$ cat config.mk
export PLATFORM = sky130hd
export DESIGN_NAME = issue_scoreboard
export DESIGN_NICKNAME = d
export VERILOG_FILES = /design/src/rtl/issue_scoreboard.sv
export SDC_FILE = /design/constraint.sdc
export NUM_CORES = 1
export LEC_CHECK = 0
export ABC_CLOCK_PERIOD_IN_PS = 14110
export CAP_MARGIN = 15
export CORE_MARGIN = 2
export CORE_UTILIZATION = 45
export DETAILED_ROUTE_END_ITERATION = 8
export PLACE_DENSITY = 0.6
export SLEW_MARGIN = 20
export SYNTH_ARGS = -nofsm -noshare
export SYNTH_HDL_FRONTEND = slang
export SYNTH_SLANG_ARGS = --single-unit
$ cat constraint.sdc
create_clock -name clk -period 14.11 [get_ports clk]
set_input_delay 4.233 -clock clk [delete_from_list [all_inputs] [get_ports clk]]
set_output_delay 4.233 -clock clk [all_outputs]
set_load 0.02 [all_outputs]
$ cat src/rtl/issue_scoreboard.sv
// Latency-aware register scoreboard and issue controller that sits beside decode.
// Optional macro SCOREBOARD_FORWARDING_EN: results are consumable from the bypass network (no writeback wait).
module issue_scoreboard #(
   parameter int LAT_ALU  = 1,
   parameter int LAT_LOAD = 2,
   parameter int LAT_MUL  = 3,
   parameter int LAT_DIV  = 16
) (
   input  logic        clk,
   input  logic        rst,
   input  logic        issueValid,
   input  logic [4:0]  rs1Addr,
   input  logic        rs1Use,
   input  logic [4:0]  rs2Addr,
   input  logic        rs2Use,
   input  logic [4:0]  rdAddr,
   input  logic        rdWEnable,
   input  logic [1:0]  unitClass,
   input  logic        flush,
   input  logic        memStall,
   output logic        isDataHazard,
   output logic        isStructHazard,
   output logic        stall,
   output logic        issueAccept,
   output logic        divBusy,
   output logic [31:0] pendingMask
);

`ifdef SCOREBOARD_FORWARDING_EN
   localparam int WB_EXTRA = 0;
`else
   localparam int WB_EXTRA = 2;
`endif

   typedef enum logic [1:0] {
      UC_ALU  = 2'd0,
      UC_LOAD = 2'd1,
      UC_MUL  = 2'd2,
      UC_DIV  = 2'd3
   } unitClassT;

   localparam logic [4:0] DIV_BUSY = 5'(LAT_DIV - 1);

   if (LAT_DIV < 2 || LAT_DIV + WB_EXTRA > 31) begin : gBadDivLat
      $error("issue_scoreboard: need 2 <= LAT_DIV and LAT_DIV + WB_EXTRA <= 31");
   end
   if (LAT_ALU < 1 || LAT_LOAD < 1 || LAT_MUL < 1 ||
       LAT_ALU + WB_EXTRA > 31 || LAT_LOAD + WB_EXTRA > 31 || LAT_MUL + WB_EXTRA > 31) begin : gBadUnitLat
      $error("issue_scoreboard: unit latencies must be in 1..31 including writeback delay");
   end

   function automatic logic [4:0] effLat(input logic [1:0] uc);
      case (unitClassT'(uc))
         UC_ALU:  effLat = 5'(LAT_ALU + WB_EXTRA);
         UC_LOAD: effLat = 5'(LAT_LOAD + WB_EXTRA);
         UC_MUL:  effLat = 5'(LAT_MUL + WB_EXTRA);
         default: effLat = 5'(LAT_DIV + WB_EXTRA);
      endcase
   endfunction

   logic [4:0] cnt [32];
   logic [4:0] divCnt;
   logic [4:0] issueLat;
   logic       isDiv;
   logic       rawHaz;
   logic       wawHaz;
   logic       wrTrack;

   always_comb begin
      issueLat = effLat(unitClass);
      isDiv    = (unitClass == UC_DIV);
      rawHaz   = (rs1Use && rs1Addr != 5'd0 && cnt[rs1Addr] != 5'd0) ||
                 (rs2Use && rs2Addr != 5'd0 && cnt[rs2Addr] != 5'd0);
      // A younger write must not land before an older, slower one to the same rd.
      wawHaz   = rdWEnable && rdAddr != 5'd0 && cnt[rdAddr] > issueLat;
   end

   always_comb begin
      isDataHazard   = issueValid && (rawHaz || wawHaz);
      isStructHazard = issueValid && isDiv && divCnt != 5'd0;
      stall          = isDataHazard || isStructHazard || memStall;
      issueAccept    = issueValid && !stall && !flush;
      wrTrack        = issueAccept && rdWEnable && rdAddr != 5'd0;
      divBusy        = (divCnt != 5'd0);
   end

   always_comb begin
      pendingMask = '0;
      for (int i = 1; i < 32; i++) begin
         pendingMask[i] = (cnt[i] != 5'd0);
      end
   end

   // Counts exclude the issue cycle itself, so a value of L-1 is loaded:
   // a 1-cycle producer is already consumable by the next decode.
   always_ff @(posedge clk or negedge rst) begin
      if (!rst) begin
         for (int i = 0; i < 32; i++) begin
            cnt[i] <= '0;
         end
         divCnt <= '0;
      end else if (!memStall) begin
         for (int i = 1; i < 32; i++) begin
            if (wrTrack && rdAddr == 5'(i)) begin
               cnt[i] <= issueLat - 5'd1;
            end else if (cnt[i] != 5'd0) begin
               cnt[i] <= cnt[i] - 5'd1;
            end
         end
         if (issueAccept && isDiv) begin
            divCnt <= DIV_BUSY;
         end else if (divCnt != 5'd0) begin
            divCnt <= divCnt - 5'd1;
         end
      end
   end

`ifndef SYNTHESIS
   aNoAcceptOnStall: assert property (@(posedge clk) disable iff (!rst) !(issueAccept && stall));
   aDivBound:        assert property (@(posedge clk) disable iff (!rst) divCnt <= DIV_BUSY);
   aX0Untracked:     assert property (@(posedge clk) disable iff (!rst) !pendingMask[0]);
`endif

endmodule

# Word level (Yosys, flattened, before mapping)
# Index checks and enable logic that the tools add are counted.
[totals] out_inout_bits=37 ff_bits=160
[op_classes] muxes=74 order_cmp=4 bitwise_logic=4 n_eq_ne=34 reduce_logical=153 addsub=33
[op_table] op="$mux W5" count=70
[op_table] op="$reduce_bool A5 Y1" count=37
[op_table] op="$sub A5 B1 Y5 const B" count=33
[op_table] op="$eq A5 B5 Y1 const B" count=16
[op_table] op="$bmux W5 S5" count=3
[op_table] op="$reduce_and A2 Y1" count=32
[op_table] op="$reduce_bool A2 Y1" count=32
[op_table] op="$logic_and A1 B1 Y1" count=45
[op_table] op="$eq A5 B4 Y1 const B" count=8
[op_table] op="$eq A5 B3 Y1 const B" count=4
[op_table] op="$ge A6 B6 Y1 const B" count=3
[op_table] op="$not A5 Y6" count=3
[op_table] op="$pmux W5 S3" count=1
[op_table] op="$eq A5 B2 Y1 const B" count=2
[op_table] op="$eq A5 B1 Y1 const B" count=1
[op_table] op="$gt A5 B5 Y1" count=1
[op_table] op="$eq A2 B2 Y1 const B" count=2
[op_table] op="$logic_or A1 B1 Y1" count=4
[op_table] op="$eq A2 B1 Y1 const B" count=1
[op_table] op="$logic_not A1 Y1" count=2
[op_table] op="$logic_not A2 Y1" count=1
[op_table] op="$not A1 Y1" count=1

# Logic depth before layout (Yosys ltp)
# Gate-level depths: netlist of the first run.
[depth] ltp_word=19 ltp_mapped=20

# Worst setup path before layout of the first run
# Ideal clock, no wire load.
[synth_timing] path_kind="input port to output port" start="in rdAddr[0]" end="out stall" path_buffers=3 required_time_ps=9877 setup_slack_ps=878 cell_stages=14 arrival_time_ps=8999 cell_sequence="buf_2 buf_2 buf_1 mux4_2 mux4_2 mux2_2 ha_1 and4_1 a21oi_1 o21ai_0 o311ai_4 nor2_1 a21oi_1 or3_1"
[synth_between] elab_chain_len=10
[synth_lines] item="start, declared" line_no="16" rtl="input logic [4:0] rdAddr,"
[synth_lines] item="$not A5 Y6 (not written as such)" line_no="75" rtl="wawHaz = rdWEnable && rdAddr != 5'd0 && cnt[rdAddr] > issueLat;"
[synth_lines] item="$bmux W5 S5" line_no="75"
[synth_lines] item="$mux W5 (not written as such) (2 in a row)" line_no="75"
[synth_lines] item="$gt A5 B5 Y1" line_no="75"
[synth_lines] item="$logic_and A1 B1 Y1 *" line_no="75"
[synth_lines] item="$logic_or A1 B1 Y1 *" line_no="79" rtl="isDataHazard = issueValid && (rawHaz || wawHaz);"
[synth_lines] item="$logic_and A1 B1 Y1 *" line_no="79"
[synth_lines] item="named net isDataHazard" line_no="21" rtl="output logic isDataHazard,"
[synth_lines] item="$logic_or A1 B1 Y1 * (2 in a row)" line_no="81" rtl="stall = isDataHazard || isStructHazard || memStall;"
[synth_lines] item="end, declared" line_no="23" rtl="output logic stall,"
# The timed path passes the listed nets; every way through them passes the cells marked *. The select of a mux whose other input is x is not followed.

# Worst setup path after layout of the first run
[layout_timing] start="in rdAddr[0]" end="out stall"
[layout_between] elab_chain_len=10
[layout_lines] item="$not A5 Y6 (not written as such)" line_no="75"
[layout_lines] item="$bmux W5 S5" line_no="75"
[layout_lines] item="$mux W5 (not written as such) (2 in a row)" line_no="75"
[layout_lines] item="$gt A5 B5 Y1" line_no="75"
[layout_lines] item="$logic_and A1 B1 Y1 *" line_no="75"
[layout_lines] item="$logic_or A1 B1 Y1 *" line_no="79"
[layout_lines] item="$logic_and A1 B1 Y1 *" line_no="79"
[layout_lines] item="$logic_or A1 B1 Y1 * (2 in a row)" line_no="81"
# Every way passes the cells marked *; elsewhere a longest branch is shown, timed or not. The select of a mux whose other input is x is not followed.

==> results of run 1 <==
worst reg2reg max path, cell delays in order, from the launching register on:
cell and delay, ps:
dfrtp_1 480, mux4_2 510, mux4_2 500, mux2_2 290, ha_1 280, nor2b_1 130, o211ai_1 160, a21oi_1 150
a211oi_2 370, o311ai_4 290, a2111oi_2 940, a21oi_1 70, a221o_1 310
power groups by stage:
stage	combinational (mW)	clock (mW)	sequential (mW)
2_1_floorplan	0.531	0	0.732
5_1_grt	0.755	0.529	0.875
3_3_place_gp	0.634	0	0.851
4_1_cts	0.660	0.511	0.841
6_report	0.662	0.503	0.855
3_5_place_dp	0.658	0	0.848
metal layers:
metal	up-vias	global-route usage, %	part of all wire, %
met1	6725	43.5	46
met5	-	0	0
met4	0	7.10	2.0
li1	6233	-	-
met3	69	4.95	8.1
met2	617	43.1	44
state kept, by name (all words and copies together), names as in the netlist:
register and flops:
cnt 155, divCnt 5
area by class of cell:
type	instances	area [sq um]
well taps	396	495
repair buffers	79	748
clock inverters	11	156
flip-flops and latches	160	4000
diodes	2	5.00
clock buffers	20	457
multi-input cells	1316	9340
inverters	91	343
fillers	2898	15100
logic make-up (layout without fill, tap and decap cells):
| family | after synthesis | after routing | synth area share (%) |
|---|---|---|---|
| XOR/XNOR | 3 | 3 | 0.187 |
| other | 1 | 3 | 0.0267 |
| AND/OR/NAND/NOR | 788 | 788 | 28.3 |
| AO/OA/AOI/OAI | 363 | 363 | 20.9 |
| multiplexers | 89 | 89 | 10.4 |
| flip-flops | 160 | 160 | 28.5 |
| adder cells (fa/ha/maj) | 72 | 72 | 6.42 |
| buffers and inverters | 183 | 201 | 5.29 |
metrics by stage:
stage          cell area (sq um)  worst slack, ps  instances  total power, mW  hold WS (ps)
2_1_floorplan              14000              878       1659             1.26           464
3_3_place_gp               14900              545       2042             1.48           479
3_5_place_dp               14900              461       2042             1.51           488
4_1_cts                    15500              478       2073             2.01           499
5_1_grt                    15500             55.6       2075             2.16           534
6_report                   15500              474       2075             2.02           490
cell usage in the layout, fill, tap and decap left out, types with 18 or more instances in the layout:
master           synthesis  final
o21ai_0                 69     69
nand4_1                 24     24
clkdlybuf4s50_1          0     56
nor3_1                 131    131
a21oi_1                 41     41
o2111ai_2               20     20
dfrtp_1                160    160
a22oi_1                 18     18
mux4_2                  44     44
nand2b_1                21     21
inv_1                   90     90
nor4_1                  23     22
nor2_1                 154    154
buf_4                    8     18
and3_1                  39     39
mux2i_1                 34     34
nand2_1                155    153
o211ai_1                41     41
and2_1                  37     37
or3_1                   37     37
nor2b_1                 37     37
ha_1                    72     72
nand3_1                 83     83
worst max path at each step:
stage / startpoint / endpoint / cells past startpoint
5_1_grt: rdAddr[0] / stall / 15
4_1_cts: rdAddr[0] / stall / 14
3_3_place_gp: rdAddr[0] / stall / 14
3_5_place_dp: rdAddr[0] / stall / 14
6_report: rdAddr[0] / stall / 14
2_1_floorplan: rdAddr[0] / stall / 14
==> results by group, run 1 <==
Pwr
  – Int Pwr: 1.19 mW
  – Power share of the clock group: between 20 and 25%
  – LEAKAGE: 6.03 nW
  – Switching Share: approximately two fifths
  – Share of power burned in registers: a little over two fifths
  – Psw: a little over 800 uW
  – Gate power share: approximately 33%
  – Power Dens Cells: 130 nW/um^2
  – Max VDD drop: roughly 0.095 mV

Setup path
  – Critical Path RT: between 9000 and 10000 ps
  – CP bufs+invs: 3
  – Largest stage delay on the critical path: 760 ps
  – Reg2Reg Capture Point: cnt[149]
  – Slowest-stage cell, CP: o311ai_4
  – Crit path kind: in -> out
  – Critical path cell sequence: buf_2 > buf_4 > mux4_2 > mux4_2 > mux2_2 > ha_1 > and4_1 > a21oi_1 > o21ai_0 > o311ai_4 > nor2_1 > a21oi_1 > or3_1 > clkdlybuf4s50_1
  – Reg2reg start: cnt[106]
  – Crit path arrival time: around 9400 ps
  – Critical path's top delay family: buffers and inverters
  – Worst R2R Path Depth: 12
  – Crit Path Max Fanout: 27
  – FF-to-FF setup slack: between 9000 and 10000 ps
  – Critical Path End Type: output port
  – Setup crit start kind: input pin

Synthesis
  – Async SR Flop Fraction: between 90% and 100%
  – Yosys cell types: 81
  – Synthesized instance count: ~1700
  – Commonest cells post-synth: dfrtp_1 (160), nand2_1 (155), nor2_1 (154)
  – Sequential fraction of the synthesis area: ~29%
  – Post-synthesis net count: roughly 1800
  – Synth area leaders: dfrtp_1 (29%), mux4_2 (7.1%), ha_1 (6.4%)
  – Syn avg cell area: about 8.5 sq um
  – Top FF cell, synth: dfrtp_1
  – EDFF count, synth: 0
  – Yosys Warn Count: 5
  – Area leader, netlist: dfrtp_1
  – Synth Register Bits: between 150 and 200
  – Share of the synthesized area in the top cell type: roughly 29%
  – Mapped Area: 14000 sq um
  – Most frequent cell after synthesis: dfrtp_1

Global routing
  – Initial antenna violation count: 2
  – Largest net degree at the start of global routing: between 80 and 90
  – Total gr overflow: 0
  – First-pass GRT wire length: around 74 mm
  – Vias in the first global route: about 12000
  – Aggregate global-route resource usage: between 20 and 30%

Drt
  – Iter 0 DRT Violations: 1530
  – Via count: about 14000
  – TritonRoute pass-1 iters: 8
  – Post-Route WL: between 40 and 50 mm
  – Vias per cell: ~6.6
  – Final ANT Viol Nets: 0
  – Drt drc: 0
  – Routed WL per cell: ~23 um

Timing
  – Unrepaired setup endpoints after global routing: false
  – Tcrit/Tclk final: 96.6%
  – Clk_skew: roughly 14 ps
  – Slew margin rel.: just under 30%
  – Setup TNS: 0 ps
  – Slew @ Worst Pin: about 1100 ps
  – Final setup vio count: 0
  – F_max: approximately 73 MHz
  – Final Max Tran Viols: 0
  – Fin crit period: 13640 ps
  – Final hold violations: 0

Floorplanning
  – I/O pin cnt: 62
  – Initial core utilization: a little under half
  – # rows: 64
  – Die X: 181 um
  – Core Box Area: about 31000 sq um
  – Die Ht: approximately 180 um
  – Die Area: 32600 sq um

Worst hold path
  – Min-Delay Startpoint: divCnt[4]
  – Hold depth: 2
  – Hold Crit Class: reg -> reg
  – Worst Hold End: divCnt[4]

Clock network
  – Clk root buf: clkbuf_16
  – Post-CTS setup buffer count: 0
  – Skew-Pair Late Insertion Delay: 460 ps
  – CTS tree: built
  – Total CTS buffers: 17
  – H-tree levels: 4
  – CTS-repair resized insts: 0
  – Hold_buf cts: 0
  – Worst-path clk slew: 70 ps
  – Num Clock Sinks: 160
  – Clock Path Buffers: 2

Final layout
  – Synth-to-layout area growth: 10.7%
  – Layout cells sized above 1: 9.00%
  – Layout Utilization: between 50% and 60%
  – Final net count: about 1800

Flow run
  – Max Cap Viol: 0

Status
  – Status: completed

Placement
  – Half-perimeter wire length after placement: between 30 and 40 mm
  – Placer Congestion: ~0.96
  – Port Buffers: 60
No activity file was read; power rests on OpenSTA's default activity.
==> inputs of run 2 (changes only) <==
- CORE_ASPECT_RATIO: default -> 1.5
==> run 2 against run 1 <==
Effect of this change: sequential share of layout area down 0.10 points; first-iteration DRC count fell by 27%; core utilization is 0.081 points lower; global-route usage increased by 1.2 points; die area about the same; clock-buffer cell count down 1; combinational power hardly changed; via count fell by 0.95%; critical path type unchanged; critical endpoint unchanged; largest power group unchanged.
==> results by group, run 2 (same netlist as run 1, synthesis figures left out) <==
Pwr
  – Power Dens Cells: between 100 and 150 nW/um^2
  – Final Power: about 2.1 mW
  – Max VDD drop: roughly 0.078 mV
  – LEAKAGE: just over 6 nW

Clock network
  – Num Clock Sinks: 160
  – CTS-repair resized insts: 0
  – Total CTS buffers: 17
  – Hold_buf cts: 0
  – Skew-Pair Late Insertion Delay: approximately 470 ps
  – H-tree levels: 4
  – Clk root buf: clkbuf_16
  – Worst-path clk slew: about 60 ps
  – Post-CTS setup buffer count: 0
  – CTS tree: built
  – Clock Path Buffers: 2

Timing
  – Slew margin rel.: around 24%
  – Unrepaired setup endpoints after global routing: false
  – Setup TNS: 0 ps
  – Final hold violations: 0
  – Final Max Tran Viols: 0
  – Fin crit period: between 10000 and 15000 ps
  – Tcrit/Tclk final: between 90% and 100%
  – Clk_skew: 13.9 ps
  – F_max: ~74 MHz
  – Final setup vio count: 0
  – Slew @ Worst Pin: 1130 ps

Floorplanning
  – # rows: between 70 and 80
  – Initial core utilization: between 40% and 50%
  – Die Ht: around 220 um
  – Core Box Area: around 31000 sq um
  – Die Area: 32700 sq um
  – I/O pin cnt: between 60 and 70
  – Die X: 148 um

Global routing
  – Aggregate global-route resource usage: approximately 30%
  – First-pass GRT wire length: approximately 76 mm
  – Vias in the first global route: approximately 13000
  – Initial antenna violation count: 0
  – Total gr overflow: 0
  – Largest net degree at the start of global routing: 100

Placement
  – Dpl cell area: between 10000 and 15000 sq um
  – Port Buffers: 60
  – Half-perimeter wire length after placement: about 36 mm
  – Placer Congestion: around 0.95

Drt
  – Via count: between 10000 and 15000
  – Vias per cell: ~6.5
  – Post-Route WL: 48.4 mm
  – Iter 0 DRT Violations: 1122
  – TritonRoute pass-1 iters: 5
  – Final ANT Viol Nets: 0
  – Drt drc: 0
  – Routed WL per cell: between 20 and 25 um

Worst hold path
  – Worst Hold End: divCnt[4]
  – Min-Delay Startpoint: divCnt[4]
  – Hold depth: 2
  – Hold Crit Class: reg -> reg

Final layout
  – Most frequent cells in the layout: dfrtp_1 (160), nand2_1 (155), nor2_1 (154)
  – Final net count: between 1500 and 2000
  – Largest registers: cnt (155), divCnt (5)
  – Final instance area: approximately 16000 sq um
  – FILL cells: 2947
  – Most common cell after layout, fill and taps aside: dfrtp_1
  – Largest register FFs: about 160
  – Synth-to-layout area growth: 11.2%
  – Antenna fix cells: 0
  – Layout cells sized above 1: 9.04%
  – Largest reg by FF count: cnt

Setup path
  – Crit Path Max Fanout: 36
  – FF-to-FF setup slack: ~9500 ps
  – Crit path arrival time: 9320 ps
  – Crit path kind: in -> out
  – Critical Path RT: roughly 10000 ps
  – Worst R2R Path Depth: 12
  – Critical Path End Type: output port
  – Setup crit start kind: input pin
  – Reg2reg start: cnt[86]
  – Reg2Reg Capture Point: cnt[116]

Flow run
  – Max Cap Viol: 0

Status
  – Status: completed
## run 2: cell count changes in the layout (fill, tap and decap cells not counted), sizes merged
cell,previous run,this run
bufinv,3,5
buf,23,26
clkbuf,20,19
diode,2,0
## run 2: worst max-delay path by stage
stage / slack (ps) / endpoint / cells past startpoint / from
after floorplan: 880 / stall / 14 / rdAddr[0]
final: 550 / stall / 14 / rdAddr[0]
after global routing: 240 / stall / 14 / rdAddr[0]
after detailed placement: 620 / stall / 14 / rdAddr[0]
after global placement: 640 / stall / 14 / rdAddr[0]
after CTS: 600 / stall / 14 / rdAddr[0]
## run 2: report_power, final
part / switching, mW / leakage [nW] / total (mW) / internal, mW
Clock: 0.214 / 0.310 / 0.533 / 0.319
Combinational: 0.344 / 4.10 / 0.660 / 0.316
Sequential: 0.279 / 1.66 / 0.863 / 0.584
Total: 0.836 / 6.07 / 2.06 / 1.22
## run 2: per-layer routing
| metal | part of all wire [%] | up-vias | global-route usage, % | routed length [um] |
|---|---|---|---|---|
| li1 | - | 6233 | - | - |
| met1 | 39 | 6686 | 35.5 | 18800 |
| met2 | 51 | 458 | 52.9 | 24500 |
| met3 | 5.2 | 137 | 4.37 | 2520 |
| met4 | 5.2 | 0 | 16.5 | 2530 |
| met5 | 0 | - | 0 | 0 |
## run 2: final cells by class
cell class	instances	area, sq um	area share, %
Multi-Input combinational cell	1316	9330	59.8
Clock buffer	19	443	2.84
Inverter	91	343	2.20
Tap cell	405	507	3.25
Timing Repair Buffer	82	771	4.94
Clock inverter	13	209	1.34
Sequential cell	160	4000	25.7
## run 2: worst max-delay path: stages
cell and delay [ps]:
buf_2 400, buf_12 290, mux4_2 540, mux4_2 500, mux2_2 280, ha_1 320, and4_1 220, a21oi_1 270
o21ai_0 220, o311ai_4 720, nor2_1 320, a21oi_1 260, or3_1 130, clkdlybuf4s50_1 590
## run 2: per-stage QoR
stage	hold slack, ps	worst slack, ps	std cells	util [%]
CTS	496	599	2086	50.5
finish	494	554	2086	50.6
global route	539	244	2086	50.6
detailed placement	484	615	2054	48.4
global placement	479	643	2054	48.4
floorplan	464	878	1659	-
==> edit 1: new RTL, settings of run 2 <==
Reset style: synchronous (`rst`), changed in one clocked block.
--- a/src/rtl/issue_scoreboard.sv
+++ b/src/rtl/issue_scoreboard.sv
@@ -93,7 +93,7 @@
 
    // Counts exclude the issue cycle itself, so a value of L-1 is loaded:
    // a 1-cycle producer is already consumable by the next decode.
-   always_ff @(posedge clk or negedge rst) begin
+   always_ff @(posedge clk) begin
       if (!rst) begin
          for (int i = 0; i < 32; i++) begin
             cnt[i] <= '0;
Function: changed (a bounded check fails within 4 cycles, from zero or initial values and one cycle with rst low; the reset may be asserted at any time).
==> edit 1 against run 2 <==
- total power shrank 11%
- sequential cell count unchanged
- cell count decreased by 19%
- hold slack got worse by 49 ps
- sequential share of layout area rose by 7.9 points
- setup slack gained 190 ps
- cell area fell by 9.3%
- global-route usage grew 0.87 points
- routed wire length fell by 6.5%
- area after synthesis down 9.7%
- largest cell class unchanged
- highest routed layer unchanged
==> edit 1: results (changes against run 2) <==
CP peak stage delay=560 ps (-160 ps); Cell Area, Placed=13600 um^2 (-9.0%); number of global-route vias before repair=11200 (-14%); worst clock skew=7.00 ps (-6.95 ps); DP Wirelength=33600 um (-6.1%); synth unique cells=80 (-1.2%); crit path max fanout=26 (-28%); first-pass GRT wire length=68400 um (-10%); status=finished clean; largest net degree at the start of global routing=63 (-37%); Post-Route WL=45300 um (-6.5%); Worst Setup Slack, final=749 ps (+195 ps); Final nets=1398 (-21%); Async SR Flop Fraction=0 (-1.00); DR vias/cell=6.65 (+2.6%); CP arrival=9130 ps (-190 ps); Hold EP=divCnt[4]$_SDFFE_PN0P_; DR iter-0 viols=1099 (-2.0%); Syn. warnings=0 (-5); P_leak=5.14 nW (-15%); initial antenna violation count=1 (+1); start point of the worst hold path=divCnt[4]$_SDFFE_PN0P_; # fillers=2578 (-13%); flop2flop setup slack=8710 ps (-750 ps); layout cell share with drive strength beyond 1=0.126 (+0.0356); Worst VDD drop=0.0903 mV (+15%); number of synthesized flops with an enable pin=155 (+155); GP Congestion=0.950 (-0.23%); sequential area share after synthesis=0.375 (+0.0897); Total Routing Usage GR=0.310 (+0.00875); Clock Latency Late Sink=450 ps (-20 ps); ranking of synthesized cells by area=edfxtp_1 (37%), mux4_2 (7.3%), nor2_1 (4.3%); CP max stage cell=mux4_2; Mapped Avg Cell Area=9.75 um^2 (+15%); R2R cell count=15 (+3); Slew @ Worst Pin=1120 ps (-10.2 ps)
[edit 1: cell count changes in the layout (fill, tap and decap cells not counted), sizes merged, moves of 27 or more]
cell	run 2	this run
and2	38	5
o22ai	11	38
nand2	157	92
nor2b	37	8
edfxtp	0	155
or3	37	7
o21ai	69	23
nor3	132	82
ha	72	41
xnor2	1	33
dfrtp	160	0
[edit 1: power groups by stage]
stage	logic, mW	registers (mW)	clock network [mW]
global route	0.654	0.758	0.503
finish	0.598	0.752	0.478
global placement	0.582	0.759	0
floorplan	0.429	0.695	0
CTS	0.594	0.747	0.482
detailed placement	0.589	0.756	0
[edit 1: cells by family (layout without fill, tap and decap cells)]
group                    count (synthesis)  count (layout)  share of synthesized area
multiplexers                           123             123                      0.141
buffers and inverters                  170             210                     0.0544
AND/OR/NAND/NOR                        527             527                      0.209
flip-flops                             160             160                      0.375
XOR/XNOR                                59              59                     0.0407
adder cells (fa/ha/maj)                 41              41                     0.0404
AO/OA/AOI/OAI                          220             220                      0.140
other                                    1               3                   0.000296
[edit 1: cell type report]
class | instances | area, um^2 | share of cell area
inverter | 94 | 353 | 0.0249
clock inverter | 9 | 144 | 0.0102
timing repair buffer | 88 | 791 | 0.0558
clock buffer | 19 | 433 | 0.0306
tap | 346 | 433 | 0.0306
multi-input combinational | 971 | 7250 | 0.512
sequential | 160 | 4750 | 0.336
antenna | 2 | 5.00 | 0.000353
[edit 1: per-layer routing]
layer / share of wire / routed length (um) / vias to the layer above / global-route usage
met5: 0 / 0 / - / 0
met4: 0.065 / 2940 / 0 / 0.189
met3: 0.065 / 2930 / 179 / 0.0520
met2: 0.50 / 22800 / 556 / 0.534
met1: 0.37 / 16600 / 5488 / 0.358
li1: - / - / 5004 / -
==> edit 2: new RTL, config.mk and constraints of run 2 <==
Without the edit above. The option `SCOREBOARD_FORWARDING_EN` is turned on by a define.
--- a/src/rtl/issue_scoreboard.sv
+++ b/src/rtl/issue_scoreboard.sv
@@ -1,5 +1,7 @@
 // Latency-aware register scoreboard and issue controller that sits beside decode.
 // Optional macro SCOREBOARD_FORWARDING_EN: results are consumable from the bypass network (no writeback wait).
+`define SCOREBOARD_FORWARDING_EN
+
 module issue_scoreboard #(
    parameter int LAT_ALU  = 1,
    parameter int LAT_LOAD = 2,
Check against the original RTL: not equivalent (Yosys sat finds a counterexample within 4 cycles, from zero or initial values and one cycle with rst low).
==> edit 2 against run 2 <==
- cell area shrank 4.8%
- area after synthesis is 4.3% lower
- die area is 4.3% lower
- setup slack gained 100 ps
- routed wire length fell by 2.0%
- total power up 4.5%
- sequential cell count unchanged
- clock skew is 2.1 ps lower
- largest power group unchanged
- highest routed layer unchanged
==> edit 2: results (changes against run 2) <==
status=finished clean; R2R cell count=14 (+2); xor and xnor area share after synthesis=0.00978 (+0.00791); worst clock skew=11.9 ps (-2.09 ps); reg2reg start=cnt[11]$_DFFE_PN0P_; start point of the worst hold path=divCnt[0]$_DFFE_PN0P_; DR iter-0 viols=1166 (+3.9%); ranking of synthesized cells by area=dfrtp_1 (30%), ha_1 (6.5%), mux4_2 (5.9%); layout cell share with drive strength beyond 1=0.0848 (-0.00563); post-synthesis adder-cell area fraction=0.0652 (+0.00105); Final clock-cell share=0.0393 (-0.00243); Total Routing Usage GR=0.306 (+0.00436); mux share of post-synthesis cell area=0.0954 (-0.00824); routed length per instance=23.7 um (+2.3%); met2 Track Usage GR=0.530 (+0.00177); worst slack, placed=713 ps (+97.5 ps); Non-clock buffering overhead=0.0498 (+0.000399); hold path depth=1 (-1); RR Endpoint=cnt[50]$_DFFE_PN0P_; DR vias/cell=6.42 (-0.87%); syn nets=1678 (-4.4%); Signal inverters=89 (-2.2%); CP max stage cell=buf_2; Hold EP=divCnt[0]$_DFFE_PN0P_; largest net degree at the start of global routing=76 (-24%); #MultiIn Comb=1245 (-5.4%); Slew @ Worst Pin=1180 ps (+50.5 ps); stages on the worst setup path=15 (+1); Worst VDD drop=0.0880 mV (+12%); Cell Area, Placed=14300 um^2 (-4.4%); met1 Use GR=0.371 (+0.0164); power per standard cell area=145 nW/um^2 (+9.8%); sequential share of power=0.410 (-0.010); Buffers, non-clock=80 (-2.4%); synth unique cells=80 (-1.2%); sequential cell area share=0.270 (+0.0130); Clock power frac=0.224 (-0.035); # fillers=2781 (-5.6%); GP Congestion=0.972 (+2.0%); Top delay family on crit path=buffers and inverters; CP arrival=9220 ps (-100 ps); post-route cell area=14900 um^2 (-4.8%); Final Util=0.506 (-0.000572); Post-synth top cells=dfrtp_1 (160), nor2_1 (153), nand2_1 (140); Worst Setup Slack, final=656 ps (+102 ps); crit path max fanout=31 (-14%); Compound-Gate Fraction of Synth Area=0.182 (-0.0264); first-pass GRT wire length=73900 um (-2.8%); number of global-route vias before repair=12400 (-5.4%)
[edit 2: cell types whose count changed after synthesis, sizes merged, moves of 13 or more]
| cell | run 2 | this run |
|---|---|---|
| mux2i | 34 | 47 |
| nand4b | 1 | 15 |
| nand4 | 24 | 47 |
| nand3b | 4 | 17 |
| o2111ai | 21 | 1 |
| or3 | 37 | 21 |
| nor4 | 23 | 37 |
| and3 | 39 | 23 |
| nand2 | 157 | 140 |
| nor3 | 132 | 71 |
| a21oi | 41 | 71 |
[edit 2: per-layer routing]
metal / vias to the layer above / routed length, um
li1: 5915 / -
met1: 6334 / 18900
met2: 470 / 23700
met3: 119 / 2470
met4: 0 / 2390
met5: - / 0
[edit 2: metrics by stage]
step,instances,hold WS (ps)
2_1_floorplan,1583,463
3_3_place_gp,1969,480
3_5_place_dp,1969,490
4_1_cts,1999,498
5_1_grt,1999,530
6_report,1999,491
